File: src/rtl/alu_pipe_pkg.sv
// Shared opcode encodings and flag bit positions for the pipelined ALU.
// Optional build macro used by this block: ALU_SAT_EN (signed saturation).
package alu_pipe_pkg;

    localparam logic [2:0] OP_NOT = 3'b000;
    localparam logic [2:0] OP_AND = 3'b001;
    localparam logic [2:0] OP_XOR = 3'b010;
    localparam logic [2:0] OP_OR  = 3'b011;
    localparam logic [2:0] OP_DEC = 3'b100;
    localparam logic [2:0] OP_ADD = 3'b101;
    localparam logic [2:0] OP_SUB = 3'b110;
    localparam logic [2:0] OP_INC = 3'b111;

    localparam int FLG_Z = 0;
    localparam int FLG_N = 1;
    localparam int FLG_C = 2;
    localparam int FLG_V = 3;

endpackage

File: src/rtl/alu_pipe_core.sv
// Combinational ALU datapath: op/A/B -> result and {V,C,N,Z} flags.
// With ALU_SAT_EN defined, signed overflow clamps the arithmetic result.
module alu_pipe_core
    import alu_pipe_pkg::*;
#(
    parameter int WIDTH = 32
) (
    input  logic [2:0]       op,
    input  logic [WIDTH-1:0] a,
    input  logic [WIDTH-1:0] b,
    output logic [WIDTH-1:0] result,
    output logic [3:0]       flags
);

    localparam int MSB = WIDTH - 1;

    logic [WIDTH-1:0] operand;
    logic             subtract;
    logic             same_sign;
    logic [WIDTH:0]   sum;
    logic [WIDTH-1:0] raw;
    logic             carry;
    logic             overflow;

    // INC/DEC reuse the adder with a constant 1 as the second operand,
    // so carry/borrow and overflow fall out of the same WIDTH+1 bit sum.
    always_comb begin
        subtract  = (op == OP_DEC) || (op == OP_SUB);
        operand   = ((op == OP_ADD) || (op == OP_SUB)) ? b : WIDTH'(1);
        sum       = subtract ? ({1'b0, a} - {1'b0, operand})
                             : ({1'b0, a} + {1'b0, operand});
        same_sign = ~(a[MSB] ^ operand[MSB]);
        carry     = 1'b0;
        overflow  = 1'b0;
        case (op)
            OP_NOT:  raw = ~a;
            OP_AND:  raw = a & b;
            OP_XOR:  raw = a ^ b;
            OP_OR:   raw = a | b;
            default: begin
                raw      = sum[MSB:0];
                carry    = sum[WIDTH];
                overflow = (subtract ? ~same_sign : same_sign) & (raw[MSB] ^ a[MSB]);
            end
        endcase
    end

    // Overflow direction always follows the sign of A for both add and subtract.
    always_comb begin
`ifdef ALU_SAT_EN
        if (overflow)
            result = a[MSB] ? {1'b1, {MSB{1'b0}}} : {1'b0, {MSB{1'b1}}};
        else
            result = raw;
`else
        result = raw;
`endif
        flags        = '0;
        flags[FLG_Z] = (result == '0);
        flags[FLG_N] = result[MSB];
        flags[FLG_C] = carry;
        flags[FLG_V] = overflow;
    end

endmodule

File: src/rtl/alu_pipe.sv
// Two-stage registered ALU with valid/ready on both sides and full throughput.
// Optional build macro: ALU_SAT_EN (passed through to alu_pipe_core).
module alu_pipe
    import alu_pipe_pkg::*;
#(
    parameter int WIDTH = 32
) (
    input  logic             clk,
    input  logic             rst,
    input  logic             in_valid,
    output logic             in_ready,
    input  logic [WIDTH-1:0] in_a,
    input  logic [WIDTH-1:0] in_b,
    input  logic [2:0]       in_op,
    output logic             out_valid,
    input  logic             out_ready,
    output logic [WIDTH-1:0] out_result,
    output logic [3:0]       out_flags
);

    logic             s1_valid;
    logic [WIDTH-1:0] s1_a;
    logic [WIDTH-1:0] s1_b;
    logic [2:0]       s1_op;
    logic             s2_valid;
    logic             s1_advance;
    logic [WIDTH-1:0] core_result;
    logic [3:0]       core_flags;

    // in_ready looks through to out_ready so a full pipe still takes a beat
    // in the same cycle it emits one.
    assign s1_advance = !s2_valid || out_ready;
    assign in_ready   = !s1_valid || s1_advance;
    assign out_valid  = s2_valid;

    alu_pipe_core #(.WIDTH(WIDTH)) u_core (
        .op     (s1_op),
        .a      (s1_a),
        .b      (s1_b),
        .result (core_result),
        .flags  (core_flags)
    );

    always_ff @(posedge clk or posedge rst) begin
        if (rst) begin
            s1_valid <= 1'b0;
            s1_a     <= '0;
            s1_b     <= '0;
            s1_op    <= '0;
        end else begin
            if (in_ready)
                s1_valid <= in_valid;
            if (in_valid && in_ready) begin
                s1_a  <= in_a;
                s1_b  <= in_b;
                s1_op <= in_op;
            end
        end
    end

    always_ff @(posedge clk or posedge rst) begin
        if (rst) begin
            s2_valid   <= 1'b0;
            out_result <= '0;
            out_flags  <= '0;
        end else if (s1_advance) begin
            s2_valid <= s1_valid;
            if (s1_valid) begin
                out_result <= core_result;
                out_flags  <= core_flags;
            end
        end
    end

endmodule

File: config.mk
export PLATFORM = sky130hd
export DESIGN_NAME = alu_pipe
export DESIGN_NICKNAME = d
export VERILOG_FILES = /design/src/rtl/alu_pipe_pkg.sv /design/src/rtl/alu_pipe_core.sv /design/src/rtl/alu_pipe.sv
export SDC_FILE = /design/constraint.sdc
export NUM_CORES = 1
export LEC_CHECK = 0
export ABC_AREA = 1
export CAP_MARGIN = 10
export CORE_MARGIN = 2
export CORE_UTILIZATION = 58
export DETAILED_ROUTE_END_ITERATION = 7
export HOLD_SLACK_MARGIN = 0.08
export PLACE_DENSITY = 0.79
export RECOVER_POWER = 50
export SLEW_MARGIN = 20
export SYNTH_ARGS = -nofsm -noshare
export SYNTH_HDL_FRONTEND = slang
export SYNTH_SLANG_ARGS = --single-unit
File: constraint.sdc
create_clock -name clk -period 4.72 [get_ports clk]
set_clock_uncertainty 0.15 [all_clocks]
set_input_delay 0.708 -clock clk [delete_from_list [all_inputs] [get_ports clk]]
set_output_delay 0.708 -clock clk [all_outputs]
set_load 0.05 [all_outputs]
==> impl_metrics.yaml <==
drt:
  ant_nets: 0
  first_pass_iters: 5
  wire_per_inst_um: 17.0
  num_vias: 9834
  viasPerCell: 5.65
  first_iter_violations: 1009
  drc_errors: 0
  wirelength_um: 29700
yosys:
  synth_nets: 1595
  synth_top_area_cell: "dfrtp_1"
  syn_area_um2: 9300
  ys_types: 43
  ys_ff_latch: 104
  ys_seq_area_frac: 0.280
  synth_edf_count: 0
  synth.most_common_cell: "nand2_1"
  ys.flop_type: "dfrtp_1"
  yosysWarnings: 0
  synth.area.top_cells: "dfrtp_1 (28%), nand2_1 (14%), ha_1 (13%)"
  syn_inst: 1427
  synth_top_cells_by_count: "nand2_1 (356), nor2_1 (228), inv_1 (208)"
  synth_top_area_frac: 0.280
  avgSynthCellArea_um2: 6.52
  async_flop_share: 1.00
final_layout:
  nets: 1689
  drive_gt1_frac: 0.0564
  fill_cells: 1417
  syn_to_final_growth_pct: 18.9
  diodes: 0
sta:
  worstMarginPinSlew_ps: 2850
  period_minus_slack_ps: 4410
  setup_viol: 0
  maxSlewHeadroom: -0.899
  slew_violations: 136
  final-hold-violation-count: 0
  hold_ws_ps: 348
  setup_slack_ps: 313
  final.period_utilization: 0.934
  clock.fmax_ghz: 0.227
global_route:
  grt_pass1_wl_um: 47100
  antenna_found_initial: 0
  grt_busiest_layer: "met2"
  grt_pass1_vias: 9226
  grt_use_met2: 0.580
  use_met3: 0.0611
  track_usage: 0.357
  grt-ovfl-total: 0
  grt_util_met1: 0.488
  grt_max_degree: 75
critical_path:
  crit_fanout: 21
  endpoint_kind: "register"
  critPathKind: "reg -> reg"
  crit_required_ps: 4880
  worstPathArrival_ps: 4560
  startpoint_type: "register"
place:
  placement.io_buffers: 108
  place_ws_ps: 165
  dp_hpwl_um: 23200
  gp_congestion: 1.02
floorplanning:
  initial_core_util: 0.590
  die_area_um2: 17100
  pin_count: 109
  core_area_um2: 15800
  floorplan.rows: 46
  die_h_um: 131
  die_width_um: 131
clock_network:
  worstSkewPairLatency_ps: 370
  clk_path_buf_depth: 2
  cts_buffers: 9
  cts.sinks: 104
  htreeDepth: 3
  cts_tree: "yes"
  cts.clk_slew.worst_paths_ps: 80
  ctsHoldBuffers: 0
  clockRootBuffer: "clkbuf_16"
power:
  cellLeakagePower_nw: 5.80
  peakVddDrop_mv: 0.527
  power_per_cell_area_nw_per_um2: 527
status:
  status: "finished, violations left"
  violations: "capacitance limit, slew limit"
min_path:
  worstHoldPathType: "reg -> reg"
run:
  cap_violations: 2
## registers in the layout (all words and copies together) (netlist names)
register	cells
out_flags	4
out_result	31
out_valid	1
s1_a	32
s1_b	32
s1_op	3
s1_valid	1
## critical path: stages (launching register included)
cell     delay, ps
dfrtp_2        420
inv_2           80
nor2_1         200
o21ai_2        100
buf_12         170
nor2_1         240
nor2_2          80
nand2_1        130
nor2_2          70
nand2_1         90
nand2_1         60
xnor2_1        150
inv_1           60
ha_1           360
nand2_1        190
nor2_1         250
nand3_1        140
nand2_1        160
nand2_1         70
nand3_1        120
nand2_1         90
nor2_1         120
nand3_1        160
nor2_1         240
nand2_1        170
nor2_1         130
nand3_1         80
nand2_1         60
## cells by family after synthesis
group	synth area share
AOI/OAI and AO/OA	0.138
DFF	0.280
buffers and inverters	0.106
and+or+nand+nor	0.318
adders and majority gates	0.131
xor gates and xnor gates	0.0273
## placed cells by master (no fill, tap or decap), types with 17 or more instances in the layout
master and count:
nand2_1 353, nor2_1 219, inv_1 208, clkdlybuf4s50_1 106, dfrtp_1 102, ha_1 95, a21oi_1 93, nand3_1 79
o21ai_0 41, a31oi_1 26, xor2_1 18, nand4_1 17
## layout make-up
cell class | instances | area (um2) | share of cell area
flip-flops and latches | 104 | 2610 | 0.236
clock buffers | 10 | 239 | 0.0216
well taps | 216 | 270 | 0.0245
repair buffers | 127 | 1260 | 0.114
inverters | 210 | 788 | 0.0713
clock inverters | 6 | 67.6 | 0.00611
multi-input cells | 1069 | 5820 | 0.527
## where the power goes
group          leakage (nW)  switching, mW  internal, mW
sequential             1.17          0.181          1.12
combinational          4.48           2.51          1.22
clock                 0.152          0.398         0.392
total                  5.80           3.09          2.73
## through the flow
step	instances	TNS (ps)	power, mW	util	cell area (um2)
2_1_floorplan	1427	0	3.79	-	9300
3_3_place_gp	1721	0	4.82	0.674	10600
3_5_place_dp	1721	0	4.87	0.674	10600
4_1_cts	1737	0	5.67	0.693	10900
5_1_grt	1742	-25.5	6.25	0.701	11100
6_report	1742	0	5.82	0.701	11100
## final timing paths
check                           slack, ps  cells past startpoint          from              to
worst min-delay path                  350                      2  out_flags[2]    out_flags[2]
max in group asynchronous             750                      3           rst  out_result[14]
worst min register to register        350                      2  out_flags[2]    out_flags[2]
worst max register to register        310                     27      s1_op[0]    out_flags[0]
worst max-delay path                  310                     27      s1_op[0]    out_flags[0]
min in group asynchronous            1640                      2           rst        s1_b[29]
## timing repair
action                                  CTS  global route
buffers inserted                          0             5
endpoints found under the setup margin    0             3
gates resized for setup                   0            31
## layer usage
metal	vias up	wire, um
li1	4770	-
met1	4582	13200
met2	423	13500
met3	59	2190
met4	0	819
met5	-	0
(Power assumes the default switching activity.)
